==> config.mk <==
export PLATFORM = sky130hd
export DESIGN_NAME = interleave_addr_ctrl
export DESIGN_NICKNAME = d
export VERILOG_FILES = /design/src/rtl/interleave_pkg.sv /design/src/rtl/interleave_addr_gen.sv /design/src/rtl/interleave_addr_ctrl.sv
export SDC_FILE = /design/constraint.sdc
export NUM_CORES = 1
export LEC_CHECK = 0
export ABC_AREA = 1
export CAP_MARGIN = 40
export CORE_AREA = 2 2 65 67
export CTS_CLUSTER_SIZE = 12
export DETAILED_ROUTE_END_ITERATION = 16
export DIE_AREA = 0 0 67 69
export HOLD_SLACK_MARGIN = 0.03
export PLACE_DENSITY = 0.76
export SLEW_MARGIN = 40
export SYNTH_ARGS = -nofsm -noshare
export SYNTH_HDL_FRONTEND = slang
export SYNTH_SLANG_ARGS = --single-unit
==> constraint.sdc <==
create_clock -name clk -period 1.7 [get_ports clk]
set_clock_uncertainty 0.15 [all_clocks]
set_input_delay 0.34 -clock clk [delete_from_list [all_inputs] [get_ports clk]]
set_output_delay 0.34 -clock clk [all_outputs]
set_load 0.02 [all_outputs]
==> src/rtl/interleave_pkg.sv <==
// Shared definitions for the block interleaver address controller.
// Holds the RAM address geometry ({bank, offset}), the default matrix
// dimensions and the encode/decode mode encoding.
package interleave_pkg;

    localparam int ADDR_W   = 12;   // {bank bit, OFS_W-bit offset}
    localparam int OFS_W    = 11;   // offset within one bank
    localparam int DEF_ROWS = 32;
    localparam int DEF_COLS = 64;

    // Encode writes row-major and reads column-major; decode does the reverse.
    typedef enum logic {
        MODE_ENC = 1'b0,
        MODE_DEC = 1'b1
    } mode_e;

endpackage

==> src/rtl/interleave_addr_gen.sv <==
// Row/column address generator for one side (write or read) of the
// interleaver.
//
// Ports:
//   clk          rising-edge clock
//   rst          synchronous active-high reset, returns to (row 0, col 0)
//   adv_i        advance to the next matrix position this cycle
//   col_major_i  1 = row index runs innermost, 0 = column index runs innermost
//   ofs_o        bank offset of the current position, row*COLS+col
//   last_o       current position is the final one of the block; advancing
//                from it wraps back to (0,0)
module interleave_addr_gen
    import interleave_pkg::*;
#(
    parameter int ROWS = DEF_ROWS,
    parameter int COLS = DEF_COLS
) (
    input  logic             clk,
    input  logic             rst,
    input  logic             adv_i,
    input  logic             col_major_i,
    output logic [OFS_W-1:0] ofs_o,
    output logic             last_o
);

    localparam int RW = (ROWS > 1) ? $clog2(ROWS) : 1;
    localparam int CW = (COLS > 1) ? $clog2(COLS) : 1;
    localparam logic [RW-1:0] ROW_MAX = RW'(ROWS - 1);
    localparam logic [CW-1:0] COL_MAX = CW'(COLS - 1);

    logic [RW-1:0] row_q, row_d;
    logic [CW-1:0] col_q, col_d;
    logic          row_wrap;
    logic          col_wrap;

    assign row_wrap = (row_q == ROW_MAX);
    assign col_wrap = (col_q == COL_MAX);

    // Both traversal orders finish on the bottom-right element.
    assign last_o = row_wrap && col_wrap;
    assign ofs_o  = OFS_W'(row_q) * OFS_W'(COLS) + OFS_W'(col_q);

    always_comb begin
        row_d = row_q;
        col_d = col_q;
        if (adv_i) begin
            if (last_o) begin
                row_d = '0;
                col_d = '0;
            end else if (col_major_i) begin
                if (row_wrap) begin
                    row_d = '0;
                    col_d = col_q + 1'b1;
                end else begin
                    row_d = row_q + 1'b1;
                end
            end else begin
                if (col_wrap) begin
                    col_d = '0;
                    row_d = row_q + 1'b1;
                end else begin
                    col_d = col_q + 1'b1;
                end
            end
        end
    end

    always_ff @(posedge clk) begin
        if (rst) begin
            row_q <= '0;
            col_q <= '0;
        end else begin
            row_q <= row_d;
            col_q <= col_d;
        end
    end

endmodule

==> src/rtl/interleave_addr_ctrl.sv <==
// Ping-pong block interleaver address controller. Manages two RAM banks:
// symbols are written into one bank in the block's write order while the
// other, completed bank is read back in the transposed order.
//
// Ports:
//   clk        rising-edge clock
//   rst        synchronous active-high reset; discards partial blocks
//   mode       0 = encode, 1 = decode; captured on the first write of a block
//   in_valid   upstream symbol present
//   in_ready   current write bank is not full
//   wr_en      RAM write strobe (in_valid && in_ready)
//   wr_addr    RAM write address {bank, offset}
//   rd_en      RAM read strobe
//   rd_addr    RAM read address {bank, offset}
//   out_valid  RAM read data valid (one cycle after rd_en, held on stall)
//   out_ready  downstream accepts data
//   blk_done   pulses together with the last out_valid of a block
module interleave_addr_ctrl
    import interleave_pkg::*;
#(
    parameter int ROWS = DEF_ROWS,
    parameter int COLS = DEF_COLS
) (
    input  logic              clk,
    input  logic              rst,
    input  logic              mode,
    input  logic              in_valid,
    output logic              in_ready,
    output logic              wr_en,
    output logic [ADDR_W-1:0] wr_addr,
    output logic              rd_en,
    output logic [ADDR_W-1:0] rd_addr,
    output logic              out_valid,
    input  logic              out_ready,
    output logic              blk_done
);

    logic [1:0]       full_q, full_d;
    logic [1:0]       bank_mode_q, bank_mode_d;
    logic             wr_bank_q, wr_bank_d;
    logic             rd_bank_q, rd_bank_d;
    logic             out_valid_q, out_valid_d;
    logic             blk_done_q, blk_done_d;

    logic [OFS_W-1:0] wr_ofs;
    logic [OFS_W-1:0] rd_ofs;
    logic             wr_last;
    logic             rd_last;
    logic             wr_first;
    mode_e            wr_mode;
    mode_e            rd_mode;
    logic             wr_col_major;
    logic             rd_col_major;

    assign in_ready = ~full_q[wr_bank_q];
    assign wr_en    = in_valid & in_ready;
    // A read may issue only into an empty or draining output register.
    assign rd_en    = full_q[rd_bank_q] & (~out_valid_q | out_ready);

    // The write counter sits at offset 0 only before the first write of a
    // block, so that is where the live mode input is taken; afterwards the
    // value stored for the bank steers the order.
    assign wr_first     = (wr_ofs == '0);
    assign wr_mode      = wr_first ? mode_e'(mode) : mode_e'(bank_mode_q[wr_bank_q]);
    assign rd_mode      = mode_e'(bank_mode_q[rd_bank_q]);
    assign wr_col_major = (wr_mode == MODE_DEC);
    assign rd_col_major = (rd_mode == MODE_ENC);

    assign wr_addr   = {wr_bank_q, wr_ofs};
    assign rd_addr   = {rd_bank_q, rd_ofs};
    assign out_valid = out_valid_q;
    assign blk_done  = blk_done_q;

    interleave_addr_gen #(
        .ROWS (ROWS),
        .COLS (COLS)
    ) u_wr_gen (
        .clk         (clk),
        .rst         (rst),
        .adv_i       (wr_en),
        .col_major_i (wr_col_major),
        .ofs_o       (wr_ofs),
        .last_o      (wr_last)
    );

    interleave_addr_gen #(
        .ROWS (ROWS),
        .COLS (COLS)
    ) u_rd_gen (
        .clk         (clk),
        .rst         (rst),
        .adv_i       (rd_en),
        .col_major_i (rd_col_major),
        .ofs_o       (rd_ofs),
        .last_o      (rd_last)
    );

    // Writes only target a non-full bank and reads only a full one, so the
    // two flag updates below always hit different banks and both survive
    // when a write block and a read block complete together.
    always_comb begin
        full_d      = full_q;
        bank_mode_d = bank_mode_q;
        wr_bank_d   = wr_bank_q;
        rd_bank_d   = rd_bank_q;

        if (wr_en && wr_first) begin
            bank_mode_d[wr_bank_q] = mode;
        end
        if (wr_en && wr_last) begin
            full_d[wr_bank_q] = 1'b1;
            wr_bank_d         = ~wr_bank_q;
        end
        if (rd_en && rd_last) begin
            full_d[rd_bank_q] = 1'b0;
            rd_bank_d         = ~rd_bank_q;
        end

        if (rd_en) begin
            out_valid_d = 1'b1;
        end else if (out_ready) begin
            out_valid_d = 1'b0;
        end else begin
            out_valid_d = out_valid_q;
        end
        blk_done_d = rd_en && rd_last;
    end

    always_ff @(posedge clk) begin
        if (rst) begin
            full_q      <= '0;
            bank_mode_q <= '0;
            wr_bank_q   <= 1'b0;
            rd_bank_q   <= 1'b0;
            out_valid_q <= 1'b0;
            blk_done_q  <= 1'b0;
        end else begin
            full_q      <= full_d;
            bank_mode_q <= bank_mode_d;
            wr_bank_q   <= wr_bank_d;
            rd_bank_q   <= rd_bank_d;
            out_valid_q <= out_valid_d;
            blk_done_q  <= blk_done_d;
        end
    end

endmodule

# Yosys cells after proc, flatten, opt, wreduce, memory -nomap -nowiden
# Cells that the tools add are included.
[word_totals] out_inout_bits=29 word_cells=85 register_bits=30
[op_classes] n_reduce_logical=15 n_addsub=6 bitwise=10 n_eq_ne=6 order_cmp=4 mux=34
[op_table] operator="6-bit 2-to-1 mux" count=8
[op_table] operator="5-bit 2-to-1 mux" count=8
[op_table] operator="11-bit by 6-bit adder with 11-bit output" count=2
[op_table] operator="1-bit 2-to-1 mux" count=13
[op_table] operator="6-bit by 1-bit adder with 6-bit output, second input constant" count=2
[op_table] operator="6-bit == test, second input constant" count=2
[op_table] operator="11-bit zero test" count=1
[op_table] operator="5-bit by 1-bit adder with 5-bit output, second input constant" count=2
[op_table] operator="5-bit == test, second input constant" count=2
[op_table] operator="2-bit AND reduction" count=4
[op_table] operator="1-bit logical AND" count=7
[op_table] operator="3-bit nonzero test" count=2
[op_table] operator="1-bit by 2-bit < comparator with 1-bit output, second input constant" count=2
[op_table] operator="2-bit 2-to-1 mux" count=2
[op_table] operator="1-bit inverter" count=4
[op_table] operator="3-bit by 2-bit inequality test with 1-bit output, second input constant" count=1
[op_table] operator="3-bit inequality test, second input constant" count=1
[op_table] operator="1-bit AND" count=2
[op_table] operator="2-bit AND" count=1
[op_table] operator="2-bit bitwise mux" count=1
[op_table] operator="1-bit demux with 1-bit select" count=2
[op_table] operator="1-bit >= comparator, second input constant" count=2
[op_table] operator="2-bit inverter" count=1
[op_table] operator="2-bit bitwise OR" count=1
[op_table] operator="other kinds (2)" count=2

# Logic depth before layout (Yosys ltp)
# Gate-level depths: netlist of the first run.
[depth] depth_word=8 mapped_depth=11

# Cells and area by module
# Synthesis of the first run repeated with hierarchy kept, for this count alone.
[hier_totals] hier_cells=243 hier_area_um2=1650.3
[modules_own_cells] mod="interleave_addr_gen (u_wr_gen)" n_inst=1 seq_area_each_um2=220.2 cells_per_inst=88 area_each_um2=609.3
[modules_own_cells] mod="interleave_addr_gen (u_rd_gen)" n_inst=1 seq_area_each_um2=220.2 cells_per_inst=89 area_each_um2=595.6
[modules_own_cells] mod="interleave_addr_ctrl" n_inst=1 seq_area_each_um2=160.2 cells_per_inst=66 area_each_um2=445.4

# Worst setup path after synthesis of the first run
# No wires, ideal clock.
[synth_path] path_kind="flip-flop to flip-flop" startpoint="register u_rd_gen.row_q[1]" endpoint="register u_rd_gen.col_q[4]" stages_incl_launch_ff=11 required_time_ns=1.435 slack_ns=-0.105 n_path_buf=0 arrival_ns=1.540 path_cell_list="dfxtp_1 ha_1 and3_1 ha_1 inv_1 nand2_1 nand2_2 nor3_2 nand3_1 nand2_1 nor2_1"
[synth_via] elab_chain_cells=4 elab_cells_between_ends=5 cone_classes="eq/ne: 1; mux: 1; reduce/logical: 3"
[synth_rtl] item="from (decl)" line_no="interleave_addr_gen.sv:31" source="logic [RW-1:0] row_q, row_d;"
[synth_rtl] item="from (signal assigned)" line_no="interleave_addr_gen.sv:73" source="row_q <= row_d;"
[synth_rtl] item="5-bit == test *" line_no="interleave_addr_gen.sv:36" source="assign row_wrap = (row_q == ROW_MAX);"
[synth_rtl] item="1-bit logical AND" line_no="interleave_addr_gen.sv:40" source="assign last_o = row_wrap && col_wrap;"
[synth_rtl] item="3-bit nonzero test (no source line)"
[synth_rtl] item="2-bit AND reduction (no source line)"
[synth_rtl] item="to (signal assigned)" line_no="interleave_addr_gen.sv:74" source="col_q <= col_d;"
[synth_rtl] item="to (decl)" line_no="interleave_addr_gen.sv:32" source="logic [CW-1:0] col_q, col_d;"
# Every way passes the cells marked *; elsewhere a longest branch is shown, timed or not.
# A chain may end at the register's enable or synchronous reset.

# Final worst setup path of the first run
[layout_path] startpoint="register u_wr_gen.row_q[0]" endpoint="register u_wr_gen.col_q[1]"
[layout_via] elab_chain_cells=5 elab_cells_between_ends=9 cone_classes="add/sub: 1; eq/ne: 2; mux: 3; reduce/logical: 3"
[layout_rtl] item="from (decl)" line_no="interleave_addr_gen.sv:31"
[layout_rtl] item="from (signal assigned)" line_no="interleave_addr_gen.sv:73"
[layout_rtl] item="11-bit by 6-bit adder with 11-bit output" line_no="interleave_addr_gen.sv:41" source="assign ofs_o = OFS_W'(row_q) * OFS_W'(COLS) + OFS_W'(col_q);"
[layout_rtl] item="11-bit zero test" line_no="interleave_addr_ctrl.sv:63" source="assign wr_first = (wr_ofs == '0);"
[layout_rtl] item="1-bit 2-to-1 mux" line_no="interleave_addr_ctrl.sv:64" source="assign wr_mode = wr_first ? mode_e'(mode) : mode_e'(bank_mode_q[wr_bank_q]);"
[layout_rtl] item="3-bit inequality test (no source line) or 6-bit 2-to-1 mux (tied branches)"
[layout_rtl] item="2-bit AND reduction (no source line) or 6-bit 2-to-1 mux (tied branches)"
[layout_rtl] item="to (signal assigned)" line_no="interleave_addr_gen.sv:74"
[layout_rtl] item="to (decl)" line_no="interleave_addr_gen.sv:32"
# Parallel ways exist; a longest one is shown, timed or not.

==> results.sh, run 1 <==
export IMPL_cts_root_buffer_cell="clkbuf_8"
export IMPL_tns_ns=-0.03264
export IMPL_grt_usage_pct=18.40
export IMPL_area_growth_pct=47.86
export IMPL_worst_slew_margin_rel_pct=76.82
export IMPL_worst_r2r_setup_slack_ns=-0.03
export IMPL_antenna_found_initial=0
export IMPL_yosys_warnings=0
export IMPL_ctsHoldBuffers=0
export IMPL_fin_util_pct=65.28
export IMPL_drc=0
export IMPL_synthFlopType="dfxtp_1"
export IMPL_numCtsBuffers=5
export IMPL_die_y_um=69
export IMPL_syn_cell_area_um2=1728
export IMPL_async_reset_ff_share_pct=0
export IMPL_netlist_top_cells_count="48 x nand2_1, 31 x inv_1, 30 x dfxtp_1, 30 x nor2_1, 22 x nand3_1"
export IMPL_worstSetupPathType="flip-flop to flip-flop"
export IMPL_synth_fp_nets=254
export IMPL_clockBufferDepth=2
export IMPL_timing_final_ws_setup_ns=-0.03264
export IMPL_violations="setup timing"
export IMPL_wirelength_um=4677
export IMPL_ys_top_cells_by_area="dfxtp_1 35%, nand2_1 10%, inv_1 6.7%, nor2_1 6.5%, nand3_1 6.4%"
export IMPL_clk_pin_slew_ns=0.06
export IMPL_fin_nets=313
export IMPL_crit_fanout=6
export IMPL_period_share_pct=101.9
export IMPL_htree_levels=2
export IMPL_max_cap_violations=0
export IMPL_port_buffers=33
export IMPL_yosysTopAreaCellShare_pct=34.76
export IMPL_p_per_area_nw_per_um2=1199
export IMPL_cts_tree="done"
export IMPL_run_status="finished, violations left"
export IMPL_combPwrFrac_pct=46.4
export IMPL_place_area_um2=2210
export IMPL_place_gp_congestion=0.7904
export IMPL_switching_share_pct=39.82
export IMPL_switchingPower_w=0.001219
export IMPL_synth_most_common_cell="nand2_1"
export IMPL_core_area_um2=3914
export IMPL_routedWlPerCell_um=13.32
export IMPL_synth_area_leader_cell="dfxtp_1"
export IMPL_grt_max_degree=22
export IMPL_vias_per_cell=5.031
export IMPL_antenna_left=0
export IMPL_dr_total_vias=1766
export IMPL_end_kind="flip-flop"
export IMPL_yosysSeqAreaShare_pct=34.76
export IMPL_globalRouteOverflowTotal=0
export IMPL_hpwl_um=2855
export IMPL_die_x_um=67
export IMPL_start_util_pct=44.15
export IMPL_total_power_w=0.003063
export IMPL_io_pins=34
export IMPL_max_freq_mhz=577.2
export IMPL_dieArea_um2=4623
export IMPL_leakage_nw=1.206
export IMPL_pwr_share_seq_pct=28.8
export IMPL_fin_crit_ns=1.733
export IMPL_drv_slew=0
export IMPL_setup_violations_final=1
export IMPL_grt_setup_unrepaired="true"
export IMPL_worstPathArrival_ns=1.80
export IMPL_synth_edf_count=0
export IMPL_ys_types=35
export IMPL_grt_pass1_vias=1572
export IMPL_std_cell_rows=23
export IMPL_max_slew_worst_pin_slew_ns=0.3453
export IMPL_netlist_instances=241
export IMPL_clock_power_share_pct=24.8
export IMPL_drt_iter0_markers=133
export IMPL_critPathRequiredTime_ns=1.77
export IMPL_syn_avg_cell_area_um2=7.170
export IMPL_clk_latency_ns=0.29
export IMPL_peakVddDrop_v=0.0006102
export IMPL_hold_viol_final=0
export IMPL_n_antenna_cell=0
export IMPL_internal_power_w=0.001843
export IMPL_cp_start_kind="flip-flop"
export IMPL_dr_pass1_iters=4
export IMPL_design_area_um2=2555
export IMPL_hold_path_class="flip-flop to flip-flop"
export IMPL_ys_ff_latch=30
export IMPL_drive_above_1_share_pct=28.90
export IMPL_cts_sinks=30
export IMPL_grt_pass1_wl_um=6693
-- state kept, by name, summed over array words and instances (netlist names) --
register / count
full_q: 2
u_wr_gen.row_q: 5
wr_bank_q: 1
blk_done: 1
rd_bank_q: 1
u_wr_gen.col_q: 6
u_rd_gen.row_q: 5
bank_mode_q: 2
out_valid: 1
u_rd_gen.col_q: 6
-- stage by stage --
| step | setup slack [ns] | hold WS (ns) | std cells |
|---|---|---|---|
| after global routing | -0.1007 | 0.3857 | 351 |
| after detailed placement | -0.4821 | 0.3304 | 335 |
| after CTS | 0.002254 | 0.3407 | 346 |
| after floorplan | -0.0001541 | 0.2685 | 241 |
| after global placement | -0.4556 | 0.3244 | 335 |
| final | -0.03264 | 0.3539 | 351 |
-- power groups by stage --
stage	registers (W)	clock network (W)	logic [W]
after floorplan	0.000937	0	0.000696
after global placement	0.000871	0	0.00105
after detailed placement	0.000874	0	0.00107
after CTS	0.000858	0.000754	0.00114
after global routing	0.000891	0.000799	0.00155
final	0.000883	0.000758	0.00142
-- placed cells by master, fill, tap and decap left out, drive strengths merged, types with 3 or more instances in the layout --
cell and count:
nand2 51, nor2 36, inv 33, dfxtp 30, buf 28, dlygate4sd2 25
nand3 25, a21oi 18, o21ai 13, ha 8, clkbuf 7, xor2 4
nand4 4, clkdlybuf4s50 3
-- metal layers --
| layer | vias up | share of wire, % | GRT usage, % |
|---|---|---|---|
| met2 | 46 | 52 | 31.68 |
| met1 | 825 | 42 | 21.78 |
| li1 | 888 | - | - |
| met3 | 7 | 5.1 | 5.057 |
| met4 | 0 | 1.1 | 5.442 |
| met5 | - | 0 | 0 |
-- worst paths after layout --
path                startpoint                 to  depth (start not counted)
max          u_wr_gen.row_q[0]  u_wr_gen.col_q[1]                         10
min             bank_mode_q[0]     bank_mode_q[0]                          2
max reg2reg  u_wr_gen.row_q[0]  u_wr_gen.col_q[1]                         10
min reg2reg     bank_mode_q[0]     bank_mode_q[0]                          2
-- final cells by class --
| cell class | instances | area, um2 |
|---|---|---|
| Clock inverter | 1 | 30.03 |
| Timing Repair Buffer | 60 | 516.7 |
| Tap cell | 50 | 62.56 |
| Fill cell | 328 | 1359 |
| Multi-Input combinational cell | 170 | 1112 |
| Inverter | 33 | 131.4 |
| Sequential cell | 30 | 615.6 |
| Clock buffer | 7 | 86.33 |
-- worst max-delay path, cell delays in order (launching register included) --
cell and delay [ns]:
dfxtp_4 0.36, inv_1 0.11, ha_4 0.16, nand2_1 0.05
nor2_1 0.10, nand4_1 0.13, nand2_2 0.13, nand3_4 0.12
nand2_4 0.13, nand2_1 0.09, a21oi_2 0.14
-- cell families after synthesis --
group	synth area share, %
AO/OA/AOI/OAI	11.22
flip-flops	34.76
XOR/XNOR	2.534
adder cells (fa/ha/maj)	5.793
AND/OR/NAND/NOR	34.69
buffers and inverters	11.01
-- what timing repair did --
item | 4_1_cts | 5_1_grt
resized for setup | 47 | 41
pin swaps | 8 | 17
setup buffers | 3 | 5
endpoints found under the setup margin | 38 | 26
Power figures use the tool's default switching activity.
==> run 2, diff against run 1 <==
--- a/config.mk
+++ b/config.mk
@@ -7,12 +7,16 @@
 export LEC_CHECK = 0
 export ABC_AREA = 1
 export CAP_MARGIN = 40
-export CORE_AREA = 2 2 65 67
+export CELL_PAD_IN_SITES_DETAIL_PLACEMENT = 2
+export CELL_PAD_IN_SITES_GLOBAL_PLACEMENT = 2
+export CORE_AREA = 2 2 87 89
+export CTS_CLUSTER_DIAMETER = 80
 export CTS_CLUSTER_SIZE = 12
 export DETAILED_ROUTE_END_ITERATION = 16
-export DIE_AREA = 0 0 67 69
+export DIE_AREA = 0 0 89 91
 export HOLD_SLACK_MARGIN = 0.03
-export PLACE_DENSITY = 0.76
+export PLACE_DENSITY = 0.75
+export SKIP_LAST_GASP = 1
 export SLEW_MARGIN = 40
 export SYNTH_ARGS = -nofsm -noshare
 export SYNTH_HDL_FRONTEND = slang
==> results.sh, run 2 (synthesis results as in run 1) <==
export IMPL_drive_above_1_share_pct=36.33
export IMPL_dr_pass1_iters=4
export IMPL_hpwl_um=4170
export IMPL_fin_crit_ns=1.700
export IMPL_drt_iter0_markers=24
export IMPL_setup_violations_final=1
export IMPL_start_util_pct=24.21
export IMPL_critical_path_max_stage_delay_ns=0.35
export IMPL_dr_total_vias=1856
export IMPL_clockBufferDepth=2
export IMPL_timing_final_ws_setup_ns=-0.0001253
export IMPL_globalRouteOverflowTotal=0
export IMPL_n_antenna_cell=0
export IMPL_io_pins=34
export IMPL_area_growth_pct=57.86
export IMPL_grt_usage_pct=15.21
export IMPL_hold_viol_final=0
export IMPL_ctsHoldBuffers=0
export IMPL_place_gp_congestion=0.7461
export IMPL_std_cell_rows=31
export IMPL_violations="setup timing"
export IMPL_worstPathArrival_ns=1.73
export IMPL_clk_latency_ns=0.29
export IMPL_grt_pass1_wl_um=9673
export IMPL_path_common_cell="ha_4"
export IMPL_worst_slew_margin_rel_pct=81.65
export IMPL_core_area_um2=7137
export IMPL_antenna_left=0
export IMPL_crit_family="simple AND/OR/NAND/NOR gates"
export IMPL_wirelength_um=6022
export IMPL_drv_slew=0
export IMPL_fin_nets=323
export IMPL_vias_per_cell=4.527
export IMPL_period_share_pct=100.0
export IMPL_worstSetupPathType="flip-flop to flip-flop"
export IMPL_die_x_um=89
export IMPL_htree_levels=2
export IMPL_critPathRequiredTime_ns=1.73
export IMPL_grt_pass1_vias=2060
export IMPL_drc=0
export IMPL_nFillCells=848
export IMPL_hold_path_class="flip-flop to flip-flop"
export IMPL_max_cap_violations=0
export IMPL_port_buffers=33
export IMPL_largestRegisters="u_rd_gen.col_q (6), u_wr_gen.col_q (6)"
export IMPL_grt_max_degree=22
export IMPL_max_freq_mhz=588.2
export IMPL_antenna_found_initial=0
export IMPL_cp_start_kind="flip-flop"
export IMPL_dieArea_um2=8099
export IMPL_cts_root_buffer_cell="clkbuf_8"
export IMPL_die_y_um=91
export IMPL_crit_chain="ha_4 -> and3_4 -> ha_4 -> inv_2 -> nand2_2 -> nand2_4 -> nor2_4 -> nand2_1 -> xor2_1 -> nor2_2"
export IMPL_cts_tree="done"
export IMPL_whs_ns=0.3402
export IMPL_final_cell_mix="41 x nand2_1, 34 x buf_4, 25 x dlygate4sd2_1, 24 x nor2_1, 23 x dfxtp_1"
export IMPL_tns_ns=-0.0001253
export IMPL_max_slew_worst_pin_slew_ns=0.2748
export IMPL_grt_setup_unrepaired="true"
export IMPL_clk_pin_slew_ns=0.07
export IMPL_routedWlPerCell_um=14.69
export IMPL_end_kind="flip-flop"
export IMPL_fin_util_pct=38.22
export IMPL_run_status="finished, violations left"
export IMPL_slowest_stage="dfxtp_4"
export IMPL_final_common_cell="nand2_1"
export IMPL_p_per_area_nw_per_um2=1204
export IMPL_crit_fanout=7
export IMPL_numCtsBuffers=5
export IMPL_leakage_nw=1.267
export IMPL_peakVddDrop_v=0.0003563
export IMPL_cts_sinks=30
export IMPL_cp_num_buf_inv=1
run 2: area by class of cell:
cell class / count / area, um2 / share of cell area (%)
Clock buffer: 7 / 76.32 / 2.798
Tap cell: 99 / 123.9 / 4.541
Multi-Input combinational cell: 170 / 1150 / 42.16
Timing Repair Buffer: 70 / 596.8 / 21.88
Sequential cell: 30 / 616.8 / 22.61
Inverter: 33 / 133.9 / 4.908
Clock inverter: 1 / 30.03 / 1.101
run 2: worst paths after layout:
check / start / end / slack [ns] / cells past startpoint
worst max register to register: u_rd_gen.row_q[0] / u_rd_gen.col_q[5] / -0.0001 / 10
worst max-delay path: u_rd_gen.row_q[0] / u_rd_gen.col_q[5] / -0.0001 / 10
worst min-delay path: bank_mode_q[1] / bank_mode_q[1] / 0.34 / 2
worst min register to register: bank_mode_q[1] / bank_mode_q[1] / 0.34 / 2
run 2: worst register-to-register path, stage by stage, from the launching register on:
cell and delay [ns]:
dfxtp_4 0.35, ha_4 0.15, and3_4 0.18, ha_4 0.16, inv_2 0.06, nand2_2 0.06, nand2_4 0.13, nor2_4 0.05
nand2_1 0.06, xor2_1 0.19, nor2_2 0.05
run 2: timing repair:
action                                 4_1_cts  5_1_grt
setup endpoints to repair                   50       28
gates resized for setup                     62       47
pin swaps                                   10       14
endpoints found under the hold margin        0        0
buffers inserted                             4        4
run 2: through the flow:
stage / instance area, um2 / total power [W] / setup WS, ns / cells
floorplan: 1738 / 0.001633 / -0.0001541 / 241
global placement: 2366 / 0.002031 / -0.4604 / 395
detailed placement: 2366 / 0.002089 / -0.4822 / 395
CTS: 2575 / 0.003057 / -0.2180 / 407
global route: 2728 / 0.003504 / -0.1319 / 410
finish: 2728 / 0.003283 / -0.0001253 / 410
run 2: where the power goes:
part	internal (W)	leakage, nW	switching [W]	total (W)
sequential	0.000793	0.247	0.000114	0.000906
clock	0.000439	0.0524	0.000294	0.000733
combinational	0.000724	0.968	0.000920	0.00164
run 2: layer usage:
| metal | up-vias | GRT usage (%) | wire (um) |
|---|---|---|---|
| met5 | - | 0 | 0 |
| met4 | 0 | 5.597 | 100 |
| met3 | 8 | 2.273 | 131 |
| met2 | 27 | 26.43 | 3160 |
| met1 | 908 | 18.60 | 2629 |
| li1 | 913 | - | - |
==> run 3, diff against run 2 <==
--- a/config.mk
+++ b/config.mk
@@ -14,6 +14,7 @@
 export CTS_CLUSTER_SIZE = 12
 export DETAILED_ROUTE_END_ITERATION = 16
 export DIE_AREA = 0 0 89 91
+export GPL_TIMING_DRIVEN = 0
 export HOLD_SLACK_MARGIN = 0.03
 export PLACE_DENSITY = 0.75
 export SKIP_LAST_GASP = 1
==> constraint.sdc (replaced) <==
create_clock -name clk -period 1.7 [get_ports clk]
set_clock_uncertainty 0.15 [all_clocks]
set_input_delay 0.17 -clock clk [delete_from_list [all_inputs] [get_ports clk]]
set_output_delay 0.17 -clock clk [all_outputs]
set_load 0.02 [all_outputs]
==> results.sh, run 3 (synthesis results as in run 1) <==
export IMPL_run_status="finished, violations left"
export IMPL_violations="setup timing"
export IMPL_drc=0
export IMPL_peakVddDrop_v=0.0003229
export IMPL_cts_root_buffer_cell="clkbuf_8"
export IMPL_worstPathArrival_ns=1.76
export IMPL_area_growth_pct=52.64
export IMPL_grt_usage_pct=13.53
export IMPL_period_share_pct=102.5
export IMPL_crit_family="simple AND/OR/NAND/NOR gates"
export IMPL_fin_util_pct=36.96
export IMPL_die_x_um=89
export IMPL_largestRegisters="u_rd_gen.col_q (6), u_wr_gen.col_q (6)"
export IMPL_dpl_worst_slack_ns=-0.2415
export IMPL_numCtsBuffers=5
export IMPL_hpwl_um=3714
export IMPL_clockBufferDepth=2
export IMPL_crit_chain="ha_4 -> and3_4 -> ha_4 -> inv_4 -> nand2_4 -> nand2_8 -> nor3_4 -> nand3_1 -> nand2_1 -> nor2_1"
export IMPL_cts_tree="done"
export IMPL_grt_max_degree=11
export IMPL_cts_sinks=30
export IMPL_hold_path_class="flip-flop to flip-flop"
export IMPL_slowest_stage="dfxtp_4"
export IMPL_core_area_um2=7137
export IMPL_critical_path_max_stage_delay_ns=0.36
export IMPL_dr_total_vias=1786
export IMPL_path_common_cell="ha_4"
export IMPL_fin_nets=310
export IMPL_grt_setup_unrepaired="true"
export IMPL_routedWlPerCell_um=14.17
export IMPL_setup_violations_final=4
export IMPL_max_freq_mhz=574.2
export IMPL_drt_iter0_markers=52
export IMPL_worst_slew_margin_rel_pct=59.13
export IMPL_fin_crit_ns=1.742
export IMPL_globalRouteOverflowTotal=0
export IMPL_grt_pass1_vias=1829
export IMPL_max_slew_worst_pin_slew_ns=0.6131
export IMPL_total_power_w=0.002839
export IMPL_clk_pin_slew_ns=0.07
export IMPL_hold_viol_final=0
export IMPL_grt_pass1_wl_um=8659
export IMPL_drive_above_1_share_pct=31.88
export IMPL_clk_latency_ns=0.29
export IMPL_crit_fanout=5
export IMPL_io_pins=34
export IMPL_tns_ns=-0.05689
export IMPL_die_y_um=91
export IMPL_max_cap_violations=0
export IMPL_vias_per_cell=4.499
export IMPL_ctsHoldBuffers=0
export IMPL_cp_num_buf_inv=1
export IMPL_whs_ns=0.3408
export IMPL_htree_levels=2
export IMPL_wirelength_um=5626
export IMPL_dr_pass1_iters=4
export IMPL_cp_start_kind="flip-flop"
export IMPL_end_kind="flip-flop"
export IMPL_n_antenna_cell=0
export IMPL_final_cell_mix="40 x nand2_1, 27 x nor2_1, 26 x inv_1, 20 x clkdlybuf4s50_1"
export IMPL_antenna_left=0
export IMPL_final_common_cell="nand2_1"
export IMPL_leakage_nw=1.185
export IMPL_place_gp_congestion=0.7533
export IMPL_timing_final_ws_setup_ns=-0.04167
export IMPL_critPathRequiredTime_ns=1.72
export IMPL_port_buffers=33
export IMPL_p_per_area_nw_per_um2=1077
export IMPL_dieArea_um2=8099
export IMPL_worstSetupPathType="flip-flop to flip-flop"
export IMPL_std_cell_rows=31
export IMPL_antenna_found_initial=0
export IMPL_start_util_pct=24.21
export IMPL_drv_slew=0
## run 3: final timing paths
path	start	end	slack [ns]	cells past startpoint
worst min register to register	bank_mode_q[1]	bank_mode_q[1]	0.34	2
worst max register to register	u_rd_gen.row_q[0]	u_rd_gen.col_q[4]	-0.04	10
worst min-delay path	bank_mode_q[1]	bank_mode_q[1]	0.34	2
worst max-delay path	u_rd_gen.row_q[0]	u_rd_gen.col_q[4]	-0.04	10
## run 3: metrics by stage
stage / area (um2) / std cells
after global placement: 2192 / 373
after detailed placement: 2192 / 373
after CTS: 2391 / 388
final: 2638 / 397
after floorplan: 1738 / 241
after global routing: 2638 / 397
## run 3: report_power, final
group	switching [W]	leakage, nW	total, W	internal (W)
clock network	0.000303	0.0472	0.000628	0.000325
registers	0.000102	0.249	0.000898	0.000795
logic	0.000810	0.889	0.00131	0.000504
total	0.00121	1.18	0.00284	0.00162
## run 3: cell type report
type                       instances  area [um2]
inverter                          33       131.4
sequential                        30       624.3
clock buffer                       6       82.58
clock inverter                     2       12.51
timing repair buffer              49       455.4
multi-input combinational        170        1136
buffer                             8       71.32
tap                               99       123.9
fill                             844        4499
## run 3: what timing repair did
item                                    CTS  global route
setup buffers                             7             9
gates cloned                              0             0
endpoints found under the setup margin   24            33
pin swaps                                 5            24
resized for setup                        27            56
hold endpoints to repair                  0             0
## run 3: metal layers
layer	track usage (%)	routed length, um	up-vias
li1	-	-	884
met1	17.63	2495	866
met2	22.57	2898	30
met3	2.545	173	6
met4	3.731	59	0
met5	0	0	-
## run 3: worst reg2reg max path, delay by kind of cell (launching register included)
family                   cells  cell delay, ns
flip-flops                   1            0.36
adder cells (fa/ha/maj)      2            0.28
AND/OR/NAND/NOR              7            0.79
buffers and inverters        1            0.04
